[src/rtl/load_store_unit.sv]
// Load/store unit: byte/half/word accesses on a word-addressed memory.
// Sub-word stores do a read-modify-write; misaligned or illegal sizes end in an error response.
module load_store_unit #(
    parameter int MEM_LAT = 1
) (
    input  logic        Clk,
    input  logic        Rst_n,
    input  logic        ReqValid,
    output logic        ReqReady,
    input  logic        ReqWrite,
    input  logic [1:0]  ReqSize,
    input  logic        ReqSigned,
    input  logic [31:0] ReqAddr,
    input  logic [31:0] ReqWData,
    output logic        RespValid,
    output logic [31:0] RespData,
    output logic        RespErr,
    output logic [31:0] Address,
    output logic [31:0] writeData,
    output logic        MemRead,
    output logic        MemWrite,
    input  logic [31:0] ReadData
);

    localparam int CNT_W = 3;

    typedef enum logic [1:0] {IDLE, RD, WR, RESP} state_t;

    state_t             r_state;
    state_t             w_state_next;
    logic [CNT_W-1:0]   r_cnt;
    logic               r_write;
    logic               r_signed;
    logic               r_err;
    logic [1:0]         r_size;
    logic [31:0]        r_addr;
    logic [31:0]        r_wdata;
    logic [31:0]        r_mem_wdata;
    logic [31:0]        r_resp_data;

    logic               w_accept;
    logic               w_req_err;
    logic               w_rd_last;
    logic [7:0]         w_byte;
    logic [15:0]        w_half;
    logic [31:0]        w_load_ext;
    logic [31:0]        w_merged;

    assign w_accept  = ReqValid && (r_state == IDLE);
    assign w_req_err = (ReqSize == 2'b11)
                    || ((ReqSize == 2'b01) && ReqAddr[0])
                    || ((ReqSize == 2'b10) && (ReqAddr[1:0] != 2'b00));
    assign w_rd_last = (r_state == RD) && (r_cnt == CNT_W'(MEM_LAT - 1));

    always_ff @(posedge Clk) begin
        if (!Rst_n) begin
            r_state <= IDLE;
        end else begin
            r_state <= w_state_next;
        end
    end

    always_comb begin
        w_state_next = r_state;
        case (r_state)
            IDLE: begin
                if (w_accept) begin
                    if (w_req_err)
                        w_state_next = RESP;
                    else if (ReqWrite && (ReqSize == 2'b10))
                        w_state_next = WR;
                    else
                        w_state_next = RD;
                end
            end
            RD:      if (w_rd_last) w_state_next = r_write ? WR : RESP;
            WR:      w_state_next = RESP;
            RESP:    w_state_next = IDLE;
            default: w_state_next = IDLE;
        endcase
    end

    // Little-endian lane extraction from the word being returned this cycle.
    assign w_byte = ReadData[{r_addr[1:0], 3'b000} +: 8];
    assign w_half = ReadData[{r_addr[1], 4'b0000} +: 16];

    always_comb begin
        w_load_ext = ReadData;
        if (r_size == 2'b00)
            w_load_ext = {{24{r_signed & w_byte[7]}}, w_byte};
        else if (r_size == 2'b01)
            w_load_ext = {{16{r_signed & w_half[15]}}, w_half};
    end

    // Read-modify-write merge: only the addressed lane takes the store data.
    generate
        for (genvar gi = 0; gi < 4; gi++) begin : g_lane
            assign w_merged[8*gi +: 8] =
                ((r_size == 2'b00) && (r_addr[1:0] == 2'(gi))) ? r_wdata[7:0] :
                ((r_size == 2'b01) && (r_addr[1] == 1'(gi / 2))) ? r_wdata[8*(gi % 2) +: 8] :
                ReadData[8*gi +: 8];
        end
    endgenerate

    always_ff @(posedge Clk) begin
        if (!Rst_n) begin
            r_cnt       <= '0;
            r_write     <= 1'b0;
            r_signed    <= 1'b0;
            r_err       <= 1'b0;
            r_size      <= 2'b00;
            r_addr      <= '0;
            r_wdata     <= '0;
            r_mem_wdata <= '0;
            r_resp_data <= '0;
        end else begin
            if (w_accept) begin
                r_write     <= ReqWrite;
                r_signed    <= ReqSigned;
                r_err       <= w_req_err;
                r_size      <= ReqSize;
                r_addr      <= ReqAddr;
                r_wdata     <= ReqWData;
                r_cnt       <= '0;
                r_resp_data <= '0;
                if (ReqWrite && (ReqSize == 2'b10) && !w_req_err)
                    r_mem_wdata <= ReqWData;
            end
            if (r_state == RD) begin
                if (w_rd_last) begin
                    r_cnt <= '0;
                    if (r_write)
                        r_mem_wdata <= w_merged;
                    else
                        r_resp_data <= w_load_ext;
                end else begin
                    r_cnt <= r_cnt + 1'b1;
                end
            end
        end
    end

    assign ReqReady  = (r_state == IDLE);
    assign MemRead   = (r_state == RD);
    assign MemWrite  = (r_state == WR);
    assign RespValid = (r_state == RESP);
    assign RespData  = (r_state == RESP) ? r_resp_data : 32'h0;
    assign RespErr   = (r_state == RESP) && r_err;
    assign Address   = {r_addr[31:2], 2'b00};
    assign writeData = r_mem_wdata;

endmodule

[config.mk]
export PLATFORM = sky130hd
export DESIGN_NAME = load_store_unit
export DESIGN_NICKNAME = d
export VERILOG_FILES = /design/src/rtl/load_store_unit.sv
export SDC_FILE = /design/constraint.sdc
export NUM_CORES = 1
export LEC_CHECK = 0
export CAP_MARGIN = 30
export CORE_AREA = 2 2 162 85
export CTS_CLUSTER_DIAMETER = 40
export DETAILED_ROUTE_END_ITERATION = 6
export DIE_AREA = 0 0 164 87
export PLACE_DENSITY = 0.85
export SLEW_MARGIN = 15
export SYNTH_ARGS = -nofsm -noshare
export SYNTH_HDL_FRONTEND = slang
export SYNTH_SLANG_ARGS = --single-unit
export TNS_END_PERCENT = 1
[constraint.sdc]
create_clock -name Clk -period 2.69 [get_ports Clk]
set_input_delay 0.538 -clock Clk [delete_from_list [all_inputs] [get_ports Clk]]
set_output_delay 0.538 -clock Clk [all_outputs]
set_load 0.05 [all_outputs]
# Yosys cells after proc, flatten, opt, wreduce, memory -nomap -nowiden
# Cells that the tools add are included.
# word_totals
in_bits	103
register_bits	122
word_cells	80
# classes
eq_ne	12
bitwise	3
shifts	2
n_reduce_logical	23
n_mux	29
add_sub_neg	1
# op_table
cell	count
$mux W32	12
$mux W8	8
$shiftx A32 B6 Y16	1
$shiftx A32 B6 Y8	1
$logic_and A1 B1 Y1	13
$eq A2 B2 Y1 const B	6
$mux W3	3
$eq A2 B1 Y1 const B	4
$mux W2	4
$pmux W2 S4	1
$logic_not A2 Y1	3
$ne A2 B1 Y1 const B	2
$reduce_bool A2 Y1	2
$add A3 B1 Y3 const B	1
$logic_not A3 Y1	1
$and A1 B1 Y1	2
$logic_or A1 B1 Y1	2
$reduce_and A2 Y1	1
$logic_not A1 Y1	1
$mux W1	1
$not A1 Y1	1

# Depth between registers and ports, before layout
# Gate-level depths: netlist of run 1.
# logic_depth
depth_word	11
mapped_depth	9
depth_no_buf	6

# Least setup slack after synthesis of run 1
# No wires, ideal clock.
# synth_path
path_kind	register to register
start	register r_state[1]
end	register r_resp_data[20]
slack_ns	0.532
synth_period_minus_slack_ns	2.158
setup_time_ns	0.134
arrival_ns	2.023
stages_incl_launch_ff	9
cell_sequence	dfxtp_1 > inv_1 > ha_1 > nand2_1 > or3_1 > buf_2 > a31oi_4 > buf_6 > a211oi_1
# synth_between
elab_cells_between_ends	8
classes_between	eq/ne: 1; mux: 4; reduce/logical: 3
# synth_lines
item	line_no	rtl
from (decl)	29	state_t r_state;
from (signal assigned)	59	r_state <= w_state_next;
$eq A2 B1 Y1 (*)	--	
named net MemRead	20	output logic MemRead,
$logic_and A1 B1 Y1	53	assign w_rd_last = (r_state == RD) && (r_cnt == CNT_W'(MEM_LAT - 1));
$mux W32	130	if (w_rd_last) begin
$mux W32 (*)	129	if (r_state == RD) begin
to (signal assigned)	135	r_resp_data <= w_load_ext;
to (decl)	39	logic [31:0] r_resp_data;
# The timed path passes the listed nets; every way through them passes the cells marked *.
# A chain may end at the register's enable or synchronous reset.

# Final worst setup path of run 1
# layout_path
start	register r_state[0]
end	output ReqReady
# layout_between
elab_chain_cells	1
# layout_rtl
item	line_no	rtl
$logic_not A2 Y1	143	assign ReqReady = (r_state == IDLE);
to (decl)	9	output logic ReqReady,
# Every way passes these cells.

==> results.md, run 1 <==
- In the post-synthesis netlist, the biggest area contributors are dfxtp_1 (39%), mux2i_1 (10%), nand2_1 (7.9%).
- The number of fill cells is 1,016.
- The number of violations reported at the end of detailed-routing iteration 0 is 593.
- The number of hold buffers added after cts is 0.
- IR analysis of the VDD net gives a maximum drop of 0.000513 V.
- The via count is 6,205.
- The portion of the post-synthesis area used by sequential elements is 38.7%.
- The slowest cell on the critical path is clkdlybuf4s50_1.
- The xor/xnor share of the synthesized area is 0%.
- The worst hold-check slack is 453 ps.
- The share of final-layout standard cells stronger than drive strength 1 is 11.1%.
- The data required time of the critical path is 2150 ps.
- The pin count of the biggest net entering global routing is about 90.
- The run finished with clean final reports.
- The startpoint identified for the worst hold timing path is r_addr[6].
- The final worst-path cycle share is 92.9%.
- For this run, the detailed router's first-pass iteration total came to 7.
- For this design the top-level I/O count stands at 204.
- Data arrives at the worst endpoint at 1960 ps.
- Once placement completed, the tool counted placed cells totaling 1,042.
- The HPWL reported at the end of detailed placement is 14,400 µm.
- The Yosys warning count is 0.
- Counting instances in the post-synthesis netlist gives the leading cell types as nand2_1 (133), dfxtp_1 (122), a21oi_1 (90), mux2i_1 (64), clkbuf_1 (41).
- TritonCTS built the clock tree.
- Headroom to the max-slew limit came out at between 50% and 60%.
- The sum of buffers and inverters on the critical path is 2.
- The via count normalized by instance count is about 5.8.
- The starting utilization of the core area is 48.5%.
- The power share of the sequential group is 32.3%.
- The mapped netlist covers 0.00632 mm².
- The critical register-to-register path endpoint is r_resp_data[19].
- The worst clock skew is a little under 10 ps.
- The ratio of total power to cell area is around 840 mW/mm².
- After synthesis, the largest family of logic cells by area is compound AO/OA/AOI/OAI gates.
- The fraction of synthesized cell area taken by the top area cell type is between 30% and 40%.
- The number of global-route vias before repair is 5,842.
- Setup repair after global routing left no endpoint under its margin.
- The fmax is 400 MHz.
- The average wire per cell in the routed design is approximately 19 µm.
- The multiplexer area fraction after synthesis is 12.3%.
- CTS saw 122 sinks.
- The most used flip-flop cell after synthesis is dfxtp_1.
- The signal on the critical path passes through inv_1 -> ha_1 -> clkdlybuf4s50_1.
- For this run, asynchronously set or reset flops after synthesis account for 0%.
- The floorplan step set the die height to roughly 87 µm.
- Of the total power, the clock network draws 30.8%.
- Summed over all nets, the switching power comes to 2.90 mW.
- At the pin with the least slew margin, the transition time is 731 ps.
- Leaving out filler cells and counting taps, the final layout contains 1,074.
- The number of cells on the worst hold path is 2.
- The die covers 0.0143 mm².
- After Yosys synthesis, and, or, nand and nor cells account for between 10% and 20% of the synthesized area.
- The global placer's final weighted congestion is ~0.93.
- For the finished layout, the period the worst path requires is 2500 ps.
- The clock reaches the later pin of the worst-skew pair after 420 ps.
- Across the run, the number of max-cap violations was 0.
- The category of the worst setup path launch point is a flip-flop.
- The overall routed net length is about 20,000 µm.
- No sink is reached through more buffers than the 2 on the longest clock path.
- Dividing the synthesized area by the synthesized cell count gives 8.48 µm².
- The total cell area at the placement stage is around 0.0084 mm².
- The synthesized design spends more area on one cell type than any other, namely dfxtp_1.
- The final net count is 995.
- Synthesis instantiated 47 different standard cells from the library.
- Setup slack on the worst reg-to-reg path comes out at 450 ps.
- The number of antenna violations at the first check in global routing was 0.
- The endpoint of the worst hold path is r_addr[6].
- Summing the areas of all compound-gate instances in the mapped netlist gives between 10% and 20% of the synthesized area.
- Of all nets on the critical path, the largest fanout is 4.
- The first element of the critical path is r_state[0].
- The CTS clock-pin slew for the worst setup and hold paths is approximately 60 ps.
- The number of cell instances on the worst register-to-register path is 6.
- The first global-routing pass estimated 31,100 µm of wire.
- The cell class contributing the biggest share of worst-path delay is buffers and inverters.
- The H-tree generated during clock tree synthesis spans 4 levels.
- The total overflow left after global routing is 0.
- The number of synthesized register bits is between 100 and 150.
- Yosys instantiated no cell more often than nand2_1.
- For the final routed database, the setup TNS stands at 0 ps.
- The worst register-to-register path begins at r_state[1].
- Buffers added to address setup during post-CTS repair amount to 0.
- The share of power burned in combinational logic is around 37%.
- The area of combinational cells with multiple inputs is 0.00332 mm².
- The total global-route track usage is 28.0%.
- The analysis attributes to cell leakage a power of around 3.3 nW.
- The final setup violation count is 0.
- Synthesis handed over a netlist of 745 instances.
- The number of hold-slack violations in the final timing report is 0.
- For this run, design rule violations remaining after detail routing come to 0.
- The sort of element at the end of the critical path is an output pin.
- Buffers inserted during clock tree synthesis total 17.
- The number of nets with antenna violations after routing is 0.
- The internal power of the cells totals ~4.6 mW.
- In this run, synthesis inferred 0 flip-flops with an integrated enable.
- The share of synthesized cell area in full adder, half adder and majority cells is 1.39%.
- Of the total power, the share spent switching nets is 38.5%.
- The tree is rooted in a clkbuf_16.
- The x dimension of the die is 164 µm.
- Summing all flip-flop and latch instances after layout gives 0.00244 mm².
- The number of inserted diodes is 0.
- In this run the worst hold path is classified as flip-flop to flip-flop.
- In this run the standard cell core region covers 0.0130 mm².
- The worst stage delay on the critical path is approximately 840 ps.
- The final standard cell utilization of the core is 69.0%.
- The layout-stage area growth over the synthesis result is 42.3%.
- Row generation in the floorplan step produced 30 rows.
- The critical path class is flip-flop to output pin.
- The count of pins over their slew limit is 0.
- Buffers placed on the I/O ports in this run total 201.
- The finished cells cover roughly 0.0090 mm².
sequential cells by signal (all words and copies together) (netlist names), 2 cells and up:
name / count
r_wdata: 16
r_cnt: 3
r_resp_data: 32
r_state: 2
r_size: 2
writeData: 32
r_addr: 32
stage by stage:
stage | setup WS, ps | total power, mW
2_1_floorplan | 532 | 4.38
3_3_place_gp | 351 | 5.13
3_5_place_dp | 274 | 5.19
4_1_cts | 73.2 | 7.52
5_1_grt | 133 | 7.88
6_report | 192 | 7.55
cell usage in the layout (no fill, tap or decap), types with 6 or more instances in the layout:
cell type / netlist / layout
nor2_1: 15 / 15
buf_12: 0 / 27
o22ai_1: 24 / 24
a22o_1: 8 / 8
and2_1: 34 / 33
clkdlybuf4s50_1: 0 / 166
ha_1: 7 / 7
mux2i_1: 64 / 64
buf_4: 35 / 21
nor4_1: 7 / 7
a22oi_1: 8 / 8
o31ai_1: 9 / 9
nand2_1: 133 / 132
o2111ai_1: 9 / 9
and3_1: 8 / 8
and3b_1: 7 / 7
nand3_1: 12 / 12
dfxtp_1: 122 / 122
a21oi_1: 90 / 90
inv_1: 6 / 6
mux2_2: 8 / 8
clkbuf_16: 0 / 17
o32ai_1: 8 / 8
a211oi_1: 32 / 32
nor3b_1: 9 / 9
per-layer routing:
metal	part of all wire [%]	global-route usage, %	vias to the layer above
met2	41	40.9	346
met3	13	10.0	26
met5	0	0	-
met4	1.0	6.86	0
li1	-	-	2907
met1	45	39.4	2926
cell type report:
| cell class | instances | area share (%) |
|---|---|---|
| multi-input combinational | 521 | 36.9 |
| sequential | 122 | 27.2 |
| timing repair buffer | 215 | 26.4 |
| clock buffer | 18 | 4.78 |
| tap | 176 | 2.45 |
| clock inverter | 14 | 1.94 |
| inverter | 8 | 0.334 |
worst max-delay path by stage:
| stage | endpoint | slack [ps] | cells past startpoint |
|---|---|---|---|
| after global placement | writeData[21] | 350 | 6 |
| after global routing | ReqReady | 130 | 3 |
| after floorplan | r_resp_data[20] | 530 | 8 |
| final | ReqReady | 190 | 3 |
| after detailed placement | writeData[4] | 270 | 6 |
| after CTS | MemRead | 70 | 3 |
power by group through the flow:
stage / registers [mW] / logic [mW] / clock network (mW)
after floorplan: 2.42 / 1.95 / 0
after global placement: 2.44 / 2.69 / 0
after detailed placement: 2.45 / 2.74 / 0
after CTS: 2.42 / 2.76 / 2.34
after global routing: 2.46 / 2.98 / 2.44
final: 2.44 / 2.79 / 2.33
tightest hold or removal path: stages (launching register included):
cell and delay (ps):
dfxtp_1 310, nand2_1 50, a21oi_1 50
cells by family (layout without fill, tap and decap cells):
family          count (synthesis)  in the layout
compound gates                194            194
fa+ha+maj                       7              7
buf+inv                       103            255
flops                         122            122
mux                            74             74
other cells                     1              2
simple gates                  244            244
repair_timing:
item                                    4_1_cts  5_1_grt
hold endpoints to repair                      0        0
gates resized for setup                       0        1
endpoints found under the setup margin        0        1
Note: power is estimated with default switching activity, not from simulation.
==> run 2, diff against run 1 <==
==> constraint.sdc (replaced) <==
create_clock -name Clk -period 2.9 [get_ports Clk]
set_input_delay 0.58 -clock Clk [delete_from_list [all_inputs] [get_ports Clk]]
set_output_delay 0.58 -clock Clk [all_outputs]
set_load 0.05 [all_outputs]
==> results.md, run 2 (synthesis gave the netlist of run 1 again) <==
- The number of inserted diodes is 0 (unchanged).
- The global placer's final weighted congestion came to 0.909 (was 0.930).
- The number of clock buffers inserted by TritonCTS is 17 (unchanged).
- The endpoint of the worst hold path is r_addr[23] (was r_addr[6]).
- The data arrival time of the critical path came to 2080 ps (was 1960 ps).
- The number of hold-slack violations in the final timing report is 0 (unchanged).
- The sort of element at the end of the critical path is an output pin (unchanged).
- The number of violations reported at the end of detailed-routing iteration 0 is 644 (was 593).
- The count of maximum capacitance violations is 0 (unchanged).
- The pin slew with the least headroom to its limit is 675 ps (was 731 ps).
- The power share of the sequential group is 32.3% (about the same).
- The max-slew headroom at the worst pin is 54.8% (was 51.2%).
- The number of cells on the worst hold path is 2 (unchanged).
- The x dimension of the die is 164 µm (unchanged).
- The switching power as a share of total power is 38.3% (was 38.5%).
- The HPWL reported at the end of detailed placement is 14,700 µm (was 14,400 µm).
- The global-route wire length before repair is 30,900 µm (was 31,100 µm).
- The vertical extent of the die is 87 µm (unchanged).
- The full die area was 0.0143 mm² (unchanged).
- The worst setup margin is 243 ps (was 192 ps).
- The startpoint of the worst hold path was r_addr[23] (was r_addr[6]).
- The number of antenna violations at the first check in global routing is 0 (unchanged).
- The internal power is 4.30 mW (was 4.64 mW).
- The total chip power was 6.97 mW (was 7.55 mW).
- The category of the worst setup path launch point is a flip-flop (unchanged).
- The total negative setup slack is 0 ps (unchanged).
- The layer with the highest usage after global routing is met2 (unchanged).
- The maximum VDD drop came to 0.000585 V (was 0.000513 V).
- The global routing met3 resource utilization is 11.4% (was 10.0%).
- The total cell area at the placement stage was 0.00808 mm² (was 0.00838 mm²).
- The top fanout value on the critical path is 8 (was 4).
- The share of power burned in combinational logic is 36.4% (was 36.9%).
- Status: finished clean (unchanged).
- The overall routed net length was 20,100 µm (about the same).
- The clock tree root buffer cell is clkbuf_16 (unchanged).
- The H-tree depth came to 4 (unchanged).
- Top library cells by usage in the layout, fill and taps aside: clkdlybuf4s50_1 (168), nand2_1 (132), dfxtp_1 (122) (was clkdlybuf4s50_1 (166), nand2_1 (132), dfxtp_1 (122)).
- RSZ-0062 raised after global routing: false (unchanged).
- The final standard cell utilization of the core came to 66.7% (was 69.0%).
- The leakage power of the design is 3.19 nW (was 3.26 nW).
- The layout-stage area growth over the synthesis result is 37.6% (was 42.3%).
- The final critical delay including setup and external delays is 2660 ps.
- The final net count is 995 (unchanged).
- The slowest cell on the critical path is clkdlybuf4s50_1 (unchanged).
- Crit-path cells: inv_1 -> ha_1 -> clkdlybuf4s50_1 (unchanged).
- The worst stage delay on the critical path was 880 ps (was 840 ps).
- The area occupied by registers came to 0.00244 mm² (unchanged).
- The final critical path takes up 91.6% of the cycle.
- The number of fill cells is 1,060 (was 1,016).
- The number of cell instances on the worst register-to-register path came to 6 (unchanged).
- The final setup violation count was 0 (unchanged).
- The critical register-to-register path endpoint was r_resp_data[21] (was r_resp_data[19]).
- The area of combinational cells with multiple inputs came to 0.00332 mm² (unchanged).
- The core area came to 0.0130 mm² (unchanged).
- The number of iterations in the first detailed-routing pass is 5 (was 7).
- The number of global-route vias before repair came to 5,744 (was 5,842).
- The largest buffer count on any clock path is 2 (unchanged).
- The final routed DRC violation total came to 0 (unchanged).
- The average wire per cell in the routed design is 18.8 µm (was 18.7 µm).
- The power share of the clock group is 31.3% (was 30.8%).
- The area of all placed cells without fillers was 0.00869 mm² (was 0.00898 mm²).
- The via count normalized by instance count is 5.80 (was 5.78).
- For this run, the top clock speed supported by timing is approximately 380 MHz.
- The met2 track demand over resource is 40.1% (was 40.9%).
- The switching power was 2.67 mW (was 2.90 mW).
- The number of gates resized after CTS is 0 (unchanged).
- The starting utilization of the core area is 48.5% (unchanged).
- The via count is 6,229 (was 6,205).
- The count of pins over their slew limit came to 0 (unchanged).
- The insertion delay to the later sink of the worst-skew pair was 410 ps (was 420 ps).
- The CTS clock-pin slew for the worst setup and hold paths was 60 ps (about the same).
- The number of primary I/O pins was 204 (unchanged).
- The internal reg-to-reg setup slack is 620 ps (was 450 ps).
- The ratio of total power to cell area is 802 mW/mm² (was 840 mW/mm²).
- The share of final-layout standard cells stronger than drive strength 1 was 11.1% (unchanged).
- The launch instance of the worst register-to-register path is r_state[1] (unchanged).
- The post-CTS setup buffer count is 0 (unchanged).
- The row count was 30 (unchanged).
- The data required time of the critical path came to 2320 ps (was 2150 ps).
- The worst clock skew was 6.91 ps (was 9.94 ps).
- The worst slack at placement is 405 ps (was 274 ps).
- The met1 track demand over resource in global routing was 39.2% (was 39.4%).
- The number of hold buffers added after cts is 0 (unchanged).
- The number of nets with antenna violations after routing came to 0 (unchanged).
- The total global-route track usage is 28.0% (about the same).
- The CTS tree is done (unchanged).
- The most common library cell in the layout ignoring fill and taps is clkdlybuf4s50_1 (unchanged).
- The pin count of the biggest net entering global routing is 91 (unchanged).
- The overall overflow remaining after global route is 0 (unchanged).
- The critical path class is flip-flop to output pin (unchanged).
- The number of clock sinks is 122 (unchanged).
- The class of the most critical hold timing path is flip-flop to flip-flop (unchanged).
- The count of input and output buffers was 201 (unchanged).
[run 2: worst max path at each step]
stage / start / to / depth (start not counted)
after global placement: ReqAddr[0] / writeData[23] / 6
after global routing: r_state[1] / MemRead / 3
final: r_state[1] / MemRead / 3
after detailed placement: ReqAddr[0] / writeData[21] / 6
after CTS: r_state[1] / MemRead / 3
after floorplan: r_state[1] / r_resp_data[20] / 8
[run 2: stage by stage]
step / hold WS [ps] / std cells
after floorplan: 437 / 746
after global placement: 441 / 1042
after detailed placement: 446 / 1042
after CTS: 453 / 1074
after global routing: 469 / 1074
final: 451 / 1074
[run 2: per-layer routing]
metal  up-vias  wire length [µm]
met5         -                 0
met4         0               233
met3        28              2760
met2       375              8300
met1      2917              8860
li1       2909                 -
[run 2: layout make-up]
class                   count  area share, %
clock buffers              18           5.05
clock inverters            14           1.97
inverters                   8          0.345
multi-input cells         521           38.2
flip-flops and latches    122           28.1
well taps                 176           2.53
repair buffers            215           23.8
[run 2: critical path, delay by kind of cell, from the launching register on]
family	cells	cell delay, ps
buffers and inverters	2	1010
adder cells (fa/ha/maj)	1	330
flip-flops	1	330
[run 2: power by group through the flow]
stage | combinational [mW] | clock [mW] | sequential [mW]
after floorplan | 1.81 | 0 | 2.25
after global placement | 2.47 | 0 | 2.26
after detailed placement | 2.50 | 0 | 2.28
after CTS | 2.51 | 2.20 | 2.24
after global routing | 2.71 | 2.27 | 2.28
final | 2.54 | 2.18 | 2.25
